**src/rtl/serin_shift_module.sv**
```systemverilog
// serin_shift_module: POKEY serial-input receiver (SID -> SERIN).
// Receives a 10-bit frame (start 0, 8 data bits LSB first, stop 1), one
// bit per sample event (enp & Sample). It raises a DataReady pulse for
// each byte and keeps sticky FrameErr and Overrun flags.
// Optional build macro SERIN_ASYNC_EN: when defined, SyncReq pulses on an
// idle-line falling edge so the bit timer can resync to the start bit.
// When it is undefined, SyncReq is tied low.
module serin_shift_module #(
  parameter int SYNC_STAGES = 2
) (
  input  logic       clk,
  input  logic       reset,
  input  logic       enp,
  input  logic       Sample,
  input  logic       SID,
  input  logic       ReadAck,
  input  logic       ResetSK,
  output logic [7:0] SerinData,
  output logic       DataReady,
  output logic       FrameErr,
  output logic       Overrun,
  output logic       Busy,
  output logic       SyncReq
);

  typedef enum logic [1:0] {IDLE, DATA, STOP} state_t;

  state_t                 state;
  logic [SYNC_STAGES-1:0] sync_q;
  logic [7:0]             shift_q;
  logic [2:0]             bit_cnt;
  logic                   pending;
  logic                   sid_s;
  logic                   evt;
  logic                   stop_evt;

  assign sid_s    = sync_q[SYNC_STAGES-1];
  assign evt      = enp & Sample;
  assign stop_evt = evt && (state == STOP);
  assign Busy     = (state != IDLE);

  // Line synchroniser; it resets to the idle (high) level.
  always_ff @(posedge clk or posedge reset) begin
    if (reset) sync_q <= '1;
    else       sync_q <= {sync_q[SYNC_STAGES-2:0], SID};
  end

  // Frame state machine: start check, data shift, stop load.
  always_ff @(posedge clk or posedge reset) begin
    if (reset) begin
      state     <= IDLE;
      shift_q   <= 8'h00;
      bit_cnt   <= 3'd0;
      SerinData <= 8'h00;
      DataReady <= 1'b0;
    end else begin
      DataReady <= 1'b0;
      if (evt) begin
        unique case (state)
          IDLE: if (!sid_s) begin
            state   <= DATA;
            bit_cnt <= 3'd0;
          end
          DATA: begin
            shift_q <= {sid_s, shift_q[7:1]};
            bit_cnt <= bit_cnt + 3'd1;
            if (bit_cnt == 3'd7) state <= STOP;
          end
          STOP: begin
            // The byte is loaded even when the stop bit is bad.
            SerinData <= shift_q;
            DataReady <= 1'b1;
            state     <= IDLE;
          end
          default: state <= IDLE;
        endcase
      end
    end
  end

  // Unread-byte tracking and sticky flags. A set from the stop event
  // wins over ResetSK, and a load wins over ReadAck.
  always_ff @(posedge clk or posedge reset) begin
    if (reset) begin
      pending  <= 1'b0;
      FrameErr <= 1'b0;
      Overrun  <= 1'b0;
    end else begin
      if (stop_evt)     pending <= 1'b1;
      else if (ReadAck) pending <= 1'b0;

      if (stop_evt && !sid_s) FrameErr <= 1'b1;
      else if (ResetSK)       FrameErr <= 1'b0;

      if (stop_evt && pending) Overrun <= 1'b1;
      else if (ResetSK)        Overrun <= 1'b0;
    end
  end

`ifdef SERIN_ASYNC_EN
  logic fall_next;
  // sid_s is high now and will be low after this edge, so SyncReq rises
  // in the same cycle that sid_s falls.
  assign fall_next = sync_q[SYNC_STAGES-1] & ~sync_q[SYNC_STAGES-2];

  // Timer resync request on an idle-line start edge.
  always_ff @(posedge clk or posedge reset) begin
    if (reset) SyncReq <= 1'b0;
    else       SyncReq <= enp && (state == IDLE) && fall_next;
  end
`else
  assign SyncReq = 1'b0;
`endif

endmodule

```
**config.mk**
```make
export PLATFORM = sky130hd
export DESIGN_NAME = serin_shift_module
export DESIGN_NICKNAME = d
export VERILOG_FILES = /design/src/rtl/serin_shift_module.sv
export SDC_FILE = /design/constraint.sdc
export NUM_CORES = 1
export LEC_CHECK = 0
export ABC_CLOCK_PERIOD_IN_PS = 1300
export CORE_MARGIN = 2
export CORE_UTILIZATION = 45
export DETAILED_ROUTE_END_ITERATION = 6
export PLACE_DENSITY = 0.73
export SETUP_SLACK_MARGIN = 0.02
export SLEW_MARGIN = 20
export SYNTH_ARGS = -nofsm -noshare
export SYNTH_HDL_FRONTEND = slang
export SYNTH_SLANG_ARGS = --single-unit
export TNS_END_PERCENT = 20
```
**constraint.sdc**
```tcl
create_clock -name clk -period 1.3 [get_ports clk]
set_input_delay 0.39 -clock clk [delete_from_list [all_inputs] [get_ports clk]]
set_output_delay 0.39 -clock clk [all_outputs]
set_load 0.1 [all_outputs]
```
## Yosys cells after proc, flatten, opt, wreduce, memory -nomap -nowiden

Index checks and enable logic that the tools add are counted.

| operators by class | value |
|---|---|
| $add $sub $neg | 1 |
| eq/ne operators | 5 |
| multiplexer cells | 12 |
| bitwise gates (word level) | 1 |
| reductions and logical operators | 14 |

Operator list:

| kind | count |
|---|---|
| $reduce_bool A2 Y1 | 5 |
| $mux W1 | 7 |
| $pmux W3 S2 | 1 |
| $reduce_and A3 Y1 | 2 |
| $mux W2 | 2 |
| $ne A2 B2 Y1 const B | 2 |
| $pmux W2 S2 | 1 |
| $reduce_and A2 Y1 | 2 |
| $add A3 B1 Y3 const B | 1 |
| $eq A3 B3 Y1 const B | 1 |
| $logic_and A1 B1 Y1 | 3 |
| $mux W3 | 1 |
| $eq A2 B1 Y1 const B | 1 |
| $eq A2 B2 Y1 const B | 1 |
| $logic_not A2 Y1 | 1 |
| $and A1 B1 Y1 | 1 |
| $logic_not A1 Y1 | 1 |

| word-level totals | value |
|---|---|
| register bits after elaboration | 27 |
| bits of input ports | 7 |
| output and inout bits | 13 |
| logic and storage cells | 42 |

## Logic depth before layout (Yosys ltp)

Gate-level depths: netlist of the first run.

| depth | value |
|---|---|
| depth after elaboration | 4 |
| gate-level depth with buffers | 5 |
| depth with buffers taken out | 5 |

## Least setup slack after synthesis of the first run

No wires, ideal clock.

| timing path | value |
|---|---|
| path kind | flip-flop to flip-flop |
| start point | reg state[1] |
| end point | reg shift_q[0] |
| setup time | 125 ps |
| arrival time | 1,197 ps |
| slack | -22 ps |
| cell stages (with the launch flop) | 5 |
| buffers on the path | 1 |
| path through | dfrtp_1 and3b_1 and2_4 buf_6 mux2_4 |

| between the ends | value |
|---|---|
| cells in the longest elaborated chain, start to end | 2 |

RTL lines:

| element | line | text |
|---|---|---|
| start, declared | 28 | `state_t state;` |
| start signal, assigned | 51 | `state <= IDLE;` |
| start signal, assigned | 61 | `state <= DATA;` |
| start signal, assigned | 67 | `if (bit_cnt == 3'd7) state <= STOP;` |
| $eq A2 B1 Y1 | 59 | `unique case (state)` |
| $reduce_and A2 Y1 (no line) | -- |  |
| end signal, assigned | 65 | `shift_q <= {sid_s, shift_q[7:1]};` |
| end, declared | 30 | `logic [7:0] shift_q;` |

No other way between the ends.
A chain may end at the register's enable or synchronous reset.

## Worst setup path after layout of the first run

| timing path | value |
|---|---|
| start point | reg state[0] |
| end point | out Busy |

| between the ends | value |
|---|---|
| cells in the longest elaborated chain, start to end | 1 |

RTL lines:

| element | line | text |
|---|---|---|
| $reduce_bool A2 Y1 | 40 | `assign Busy = (state != IDLE);` |
| end, declared | 22 | `output logic Busy,` |

No other way between the ends.

==> results of run 1 <==
cells in the mapped netlist (all sizes together):
cell,count,area share (%)
buf,3,2.2
o21ai,3,1.4
ha,2,2.3
nand4b,1,0.82
inv,6,2.1
nand2,1,0.35
and2,1,0.82
dfrtp,25,58
or2,1,0.59
and3b,1,0.82
mux2,17,20
o22ai,2,1.2
nor2,1,0.35
o41ai,1,0.82
dfstp,2,4.9
conb,1,0.35
a22o,3,2.5
sequential cells by signal, indices dropped and copies added (netlist names):
name       flops
SerinData      8
shift_q        8
bit_cnt        3
state          2
sync_q         2
DataReady      1
FrameErr       1
Overrun        1
pending        1
kinds of logic (layout without fill, tap and decap cells):
kind of cell,Yosys count,in the layout,synth area share [%]
buffers and inverters,9,37,4.33
multiplexers,17,17,20.0
flip-flops,27,27,63.4
AO/OA/AOI/OAI,9,9,5.85
adder cells (fa/ha/maj),2,2,2.34
AND/OR/NAND/NOR,6,7,3.74
other,1,1,0.351
cells in the final DEF, fill, tap and decap left out, drive strengths merged, types with 2 or more instances in the layout:
cell type and n:
clkbuf 3, o22ai 2, clkdlybuf4s50 4, dfstp 2
a22o 3, dfrtp 25, o21ai 3, and2 2
ha 2, buf 21, dlygate4sd2 2, inv 6
mux2 17
how the worst max path moves through the flow:
stage,from,endpoint,slack [ns],depth (start not counted)
2_1_floorplan,state[1],shift_q[0],-0.02,4
3_3_place_gp,enp,shift_q[6],-0.47,4
3_5_place_dp,Sample,shift_q[7],-0.51,4
4_1_cts,state[0],Busy,-0.24,2
5_1_grt,state[0],Busy,-0.27,2
6_report,state[0],Busy,-0.24,2
where the power goes:
part / switching [mW] / internal [mW] / total, mW / leakage (nW)
registers: 0.166 / 1.05 / 1.22 / 0.347
clock network: 0.232 / 0.115 / 0.347 / 0.0177
logic: 0.507 / 0.550 / 1.06 / 0.375
cell type report:
type / count / area (um^2)
fillers: 160 / 702
clock inverters: 1 / 5.00
well taps: 28 / 35.0
repair buffers: 27 / 393
multi-input cells: 36 / 375
inverters: 6 / 22.5
clock buffers: 3 / 22.5
flip-flops and latches: 27 / 678
timing repair:
item | CTS | global route
pin swaps | 2 | 2
endpoints found under the hold margin | 0 | 0
buffers inserted | 2 | 1
setup endpoints to repair | 31 | 31
gates resized for setup | 8 | 7
cloned | 1 | 0
layer usage:
metal / part of all wire [%] / up-vias / GRT usage (%)
met5: 0 / - / 0
met4: 2.9 / 0 / 6.41
met3: 3.3 / 8 / 3.43
met2: 52 / 13 / 25.6
met1: 42 / 347 / 19.7
li1: - / 302 / -
metrics by stage:
step	hold WS [ns]	power (mW)	cell area [um^2]	instances	util, %
final	0.367	2.62	1530	128	68.6
after CTS	0.368	2.60	1500	127	67.3
after floorplan	0.345	1.86	1070	71	-
after detailed placement	0.349	2.18	1440	120	64.4
after global placement	0.346	2.14	1440	120	64.4
after global routing	0.370	2.77	1530	128	68.6
==> flow_summary.toml, run 1 <==
[clock_network]
cts_buffer_depth = 2
cts-root-buf = "clkbuf_4"
htree_levels = 1
tritoncts = "yes"
clkTransAtPathRegs_ns = 0.13
holdBufCountCts = 0
cts_made_buffers = 3
cts_sinks = 27
insertion_delay_ns = 0.32

[floorplan]
fp.dieW_um = 52.8
core_area_um2 = 2230
num_rows = 17
dieArea_um2 = 2780
fp.dieH_um = 52.8
start_util_pct = 47.9
num_io_pins = 20

[power_and_ir_drop]
worst_ir_drop_vdd_mv = 1.22
cellPowerDensity_nw_per_um2 = 1710
p_leak_nw = 0.740

[final_layout]
nNetsFinal = 110
antenna_cells = 0
drive_gt1_share_pct = 50.0
area_growth_pct = 43.2

[placed_design]
portBuffers = 18
gp_congestion = 0.715
hpwl_mm = 1.21
place_ws_ns = -0.506

[critical_path]
cp.required_ns = 0.91
max_stage_delay_ns = 0.41
slowest_stage = "dfrtp_1"
critPathTopFamily = "flip-flops"
worst_r2r_path_depth = 4
start_kind = "register"
cp_num_buf_inv = 1
crit_arrival_ns = 1.15
rr_endpoint = "shift_q[5]"
r2r_slack_ns = -0.14
crit_path_end_kind = "output pin"
path_cells = "or2_4, buf_12"
cp_max_fo = 2
critPathKind = "reg -> out"
reg2reg_from = "state[1]"

[route]
first_iter_violations = 2
first_pass_iters = 3
vias_per_cell = 5.23
routed_wl_mm = 1.91
drcViolationCount = 0
ant_nets = 0
drt-wirelength-per-cell_um = 14.9
vias = 670

[synthesis]
syn_area_per_cell_um2 = 15.1
synthesis.area_um2 = 1070
ys_warn_count = 0
synth_cell_types = 20
ys_ff_latch = 27
syn_nets = 80
syn_inst = 71
ys_seq_area_share_pct = 63.4

[timing]
tns_ns = -2.52
period_needed_ns = 1.54
rsz0062_at_grt = "true"
fmax_ghz = 0.648
layout_setup_ws_ns = -0.244
slew_violations = 0
setup_viol_count_final = 31
hold_viol_final = 0
clock_skew_ns = 0.00301
period_share_pct = 119

[global_routing]
grt_pass1_vias = 690
overflow = 0
grt_first_pass_wirelength_mm = 3.04
grt_antenna_before_repair = 0
grt_usage_pct = 15.5
grt_max_degree = 28

[flow_run]
drv_cap = 0

[hold_path]
hold_end = "sync_q[1]"
min_path_type = "reg -> reg"
whs_path_depth = 0
holdCritStartpoint = "sync_q[0]"

[outcome]
violations = "setup timing"
status = "finished with violations"
Note: power is estimated with default switching activity, not from simulation.
==> inputs of run 2 (changes only) <==
--- a/config.mk
+++ b/config.mk
@@ -5,7 +5,7 @@
 export SDC_FILE = /design/constraint.sdc
 export NUM_CORES = 1
 export LEC_CHECK = 0
-export ABC_CLOCK_PERIOD_IN_PS = 1300
+export CORE_ASPECT_RATIO = 0.75
 export CORE_MARGIN = 2
 export CORE_UTILIZATION = 45
 export DETAILED_ROUTE_END_ITERATION = 6
==> flow_summary.toml, run 2 (synthesis gave the netlist of run 1 again) <==
[floorplan]
num_rows = 15
fp.dieH_um = 46.2
core_area_um2 = 2270
num_io_pins = 20
dieArea_um2 = 2790
start_util_pct = 47.1
fp.dieW_um = 60.3

[final_layout]
top_regs = "SerinData: 8 flops, shift_q: 8 flops, bit_cnt: 3 flops"
fin_area_um2 = 1550
final_cell_mix = "dfrtp_1, mux2_4, buf_12"
area_growth_pct = 45.1
drive_gt1_share_pct = 46.5
layout_commonest_cell = "dfrtp_1"
nNetsFinal = 109
fillers = 158
antenna_cells = 0

[route]
drt-wirelength-per-cell_um = 14.5
routed_wl_mm = 1.93
first_pass_iters = 4
vias = 644
ant_nets = 0
vias_per_cell = 4.84
first_iter_violations = 7
drcViolationCount = 0

[hold_path]
holdCritStartpoint = "sync_q[0]"
min_path_type = "reg -> reg"

[placed_design]
portBuffers = 18
gp_congestion = 0.753
hpwl_mm = 1.23
postPlaceCellArea_um2 = 1450

[clock_network]
clkTransAtPathRegs_ns = 0.13
tritoncts = "yes"
htree_levels = 1
cts-root-buf = "clkbuf_4"
cts_made_buffers = 3
insertion_delay_ns = 0.32
holdBufCountCts = 0
cts_sinks = 27
cts_buffer_depth = 2

[critical_path]
reg2reg_from = "state[1]"
crit_path_start = "state[0]"
crit_arrival_ns = 1.15
cp_max_fo = 2
cp.required_ns = 0.91
start_kind = "register"
max_stage_delay_ns = 0.41
slowest_stage = "dfrtp_1"
critPathKind = "reg -> out"
crit_path_end_kind = "output pin"
path_cells = "or2_4, buf_12"
critPathTopFamily = "flip-flops"
cp_num_buf_inv = 1

[timing]
holdWs_ns = 0.368
period_share_pct = 119
clock_skew_ns = 0.00488
period_needed_ns = 1.54
fmax_ghz = 0.648
hold_viol_final = 0
slew_violations = 0
setup_viol_count_final = 31
rsz0062_at_grt = "true"
layout_setup_ws_ns = -0.242

[global_routing]
grt_pass1_vias = 595
grt_antenna_before_repair = 0
grt_max_degree = 28
grt_first_pass_wirelength_mm = 2.66
overflow = 0
grt_usage_pct = 13.4

[outcome]
violations = "setup timing"
status = "finished with violations"

[power_and_ir_drop]
worst_ir_drop_vdd_mv = 0.981
cellPowerDensity_nw_per_um2 = 1690
p_leak_nw = 0.753
total_power_mw = 2.62

[flow_run]
drv_cap = 0
[run 2: cell types whose count changed in the layout (fill, tap and decap cells not counted), moves of 2 or more]
cell             before  now
mux2_2                9    1
clkdlybuf4s50_1       4    6
mux2_4                8   16
dlygate4sd2_1         2    0
[run 2: repair_timing]
item | in CTS | in global routing
setup buffers | 2 | 1
setup endpoints to repair | 30 | 35
cloned | 1 | 0
pin swaps | 2 | 3
resized for setup | 9 | 10
[run 2: layout make-up]
class                   count  area [um^2]  area share (%)
flip-flops and latches     27          678            43.7
multi-input cells          36          395            25.5
inverters                   6         22.5            1.45
clock buffers               4         26.3            1.69
well taps                  34         42.5            2.74
repair buffers             26          388            25.0
[run 2: path summary, 6_finish.rpt]
check                      cells past startpoint  slack [ns]         end
max reg2reg                                    4       -0.11  shift_q[7]
min                                            0        0.37   sync_q[1]
max in group asynchronous                      3        0.68   sync_q[0]
max                                            2       -0.24        Busy
min reg2reg                                    0        0.37   sync_q[1]
min in group asynchronous                      3        0.39  shift_q[2]
[run 2: routing by layer]
layer / part of all wire, % / track usage, % / vias up
met5: 0 / 0 / -
met2: 50 / 22.0 / 14
met3: 4.6 / 6.18 / 2
li1: - / - / 301
met1: 45 / 16.6 / 327
met4: 0.41 / 2.67 / 0
[run 2: worst register-to-register path: stages, from the launching register on]
cell and delay (ns):
dfrtp_1 0.42, buf_6 0.12, and3b_2 0.25, and2_4 0.21
mux2_4 0.31
[run 2: power by group]
| group | internal [mW] | switching, mW |
|---|---|---|
| Clock | 0.120 | 0.230 |
| Sequential | 1.05 | 0.174 |
| Combinational | 0.550 | 0.492 |
[run 2: metrics by stage]
step	util [%]	setup TNS [ns]	setup slack [ns]	cells
after floorplan	-	-0.0944	-0.0155	71
after global placement	63.7	-7.71	-0.458	126
after detailed placement	63.7	-8.39	-0.493	126
after CTS	66.9	-3.72	-0.247	133
after global routing	68.4	-2.91	-0.303	133
final	68.4	-1.59	-0.242	133
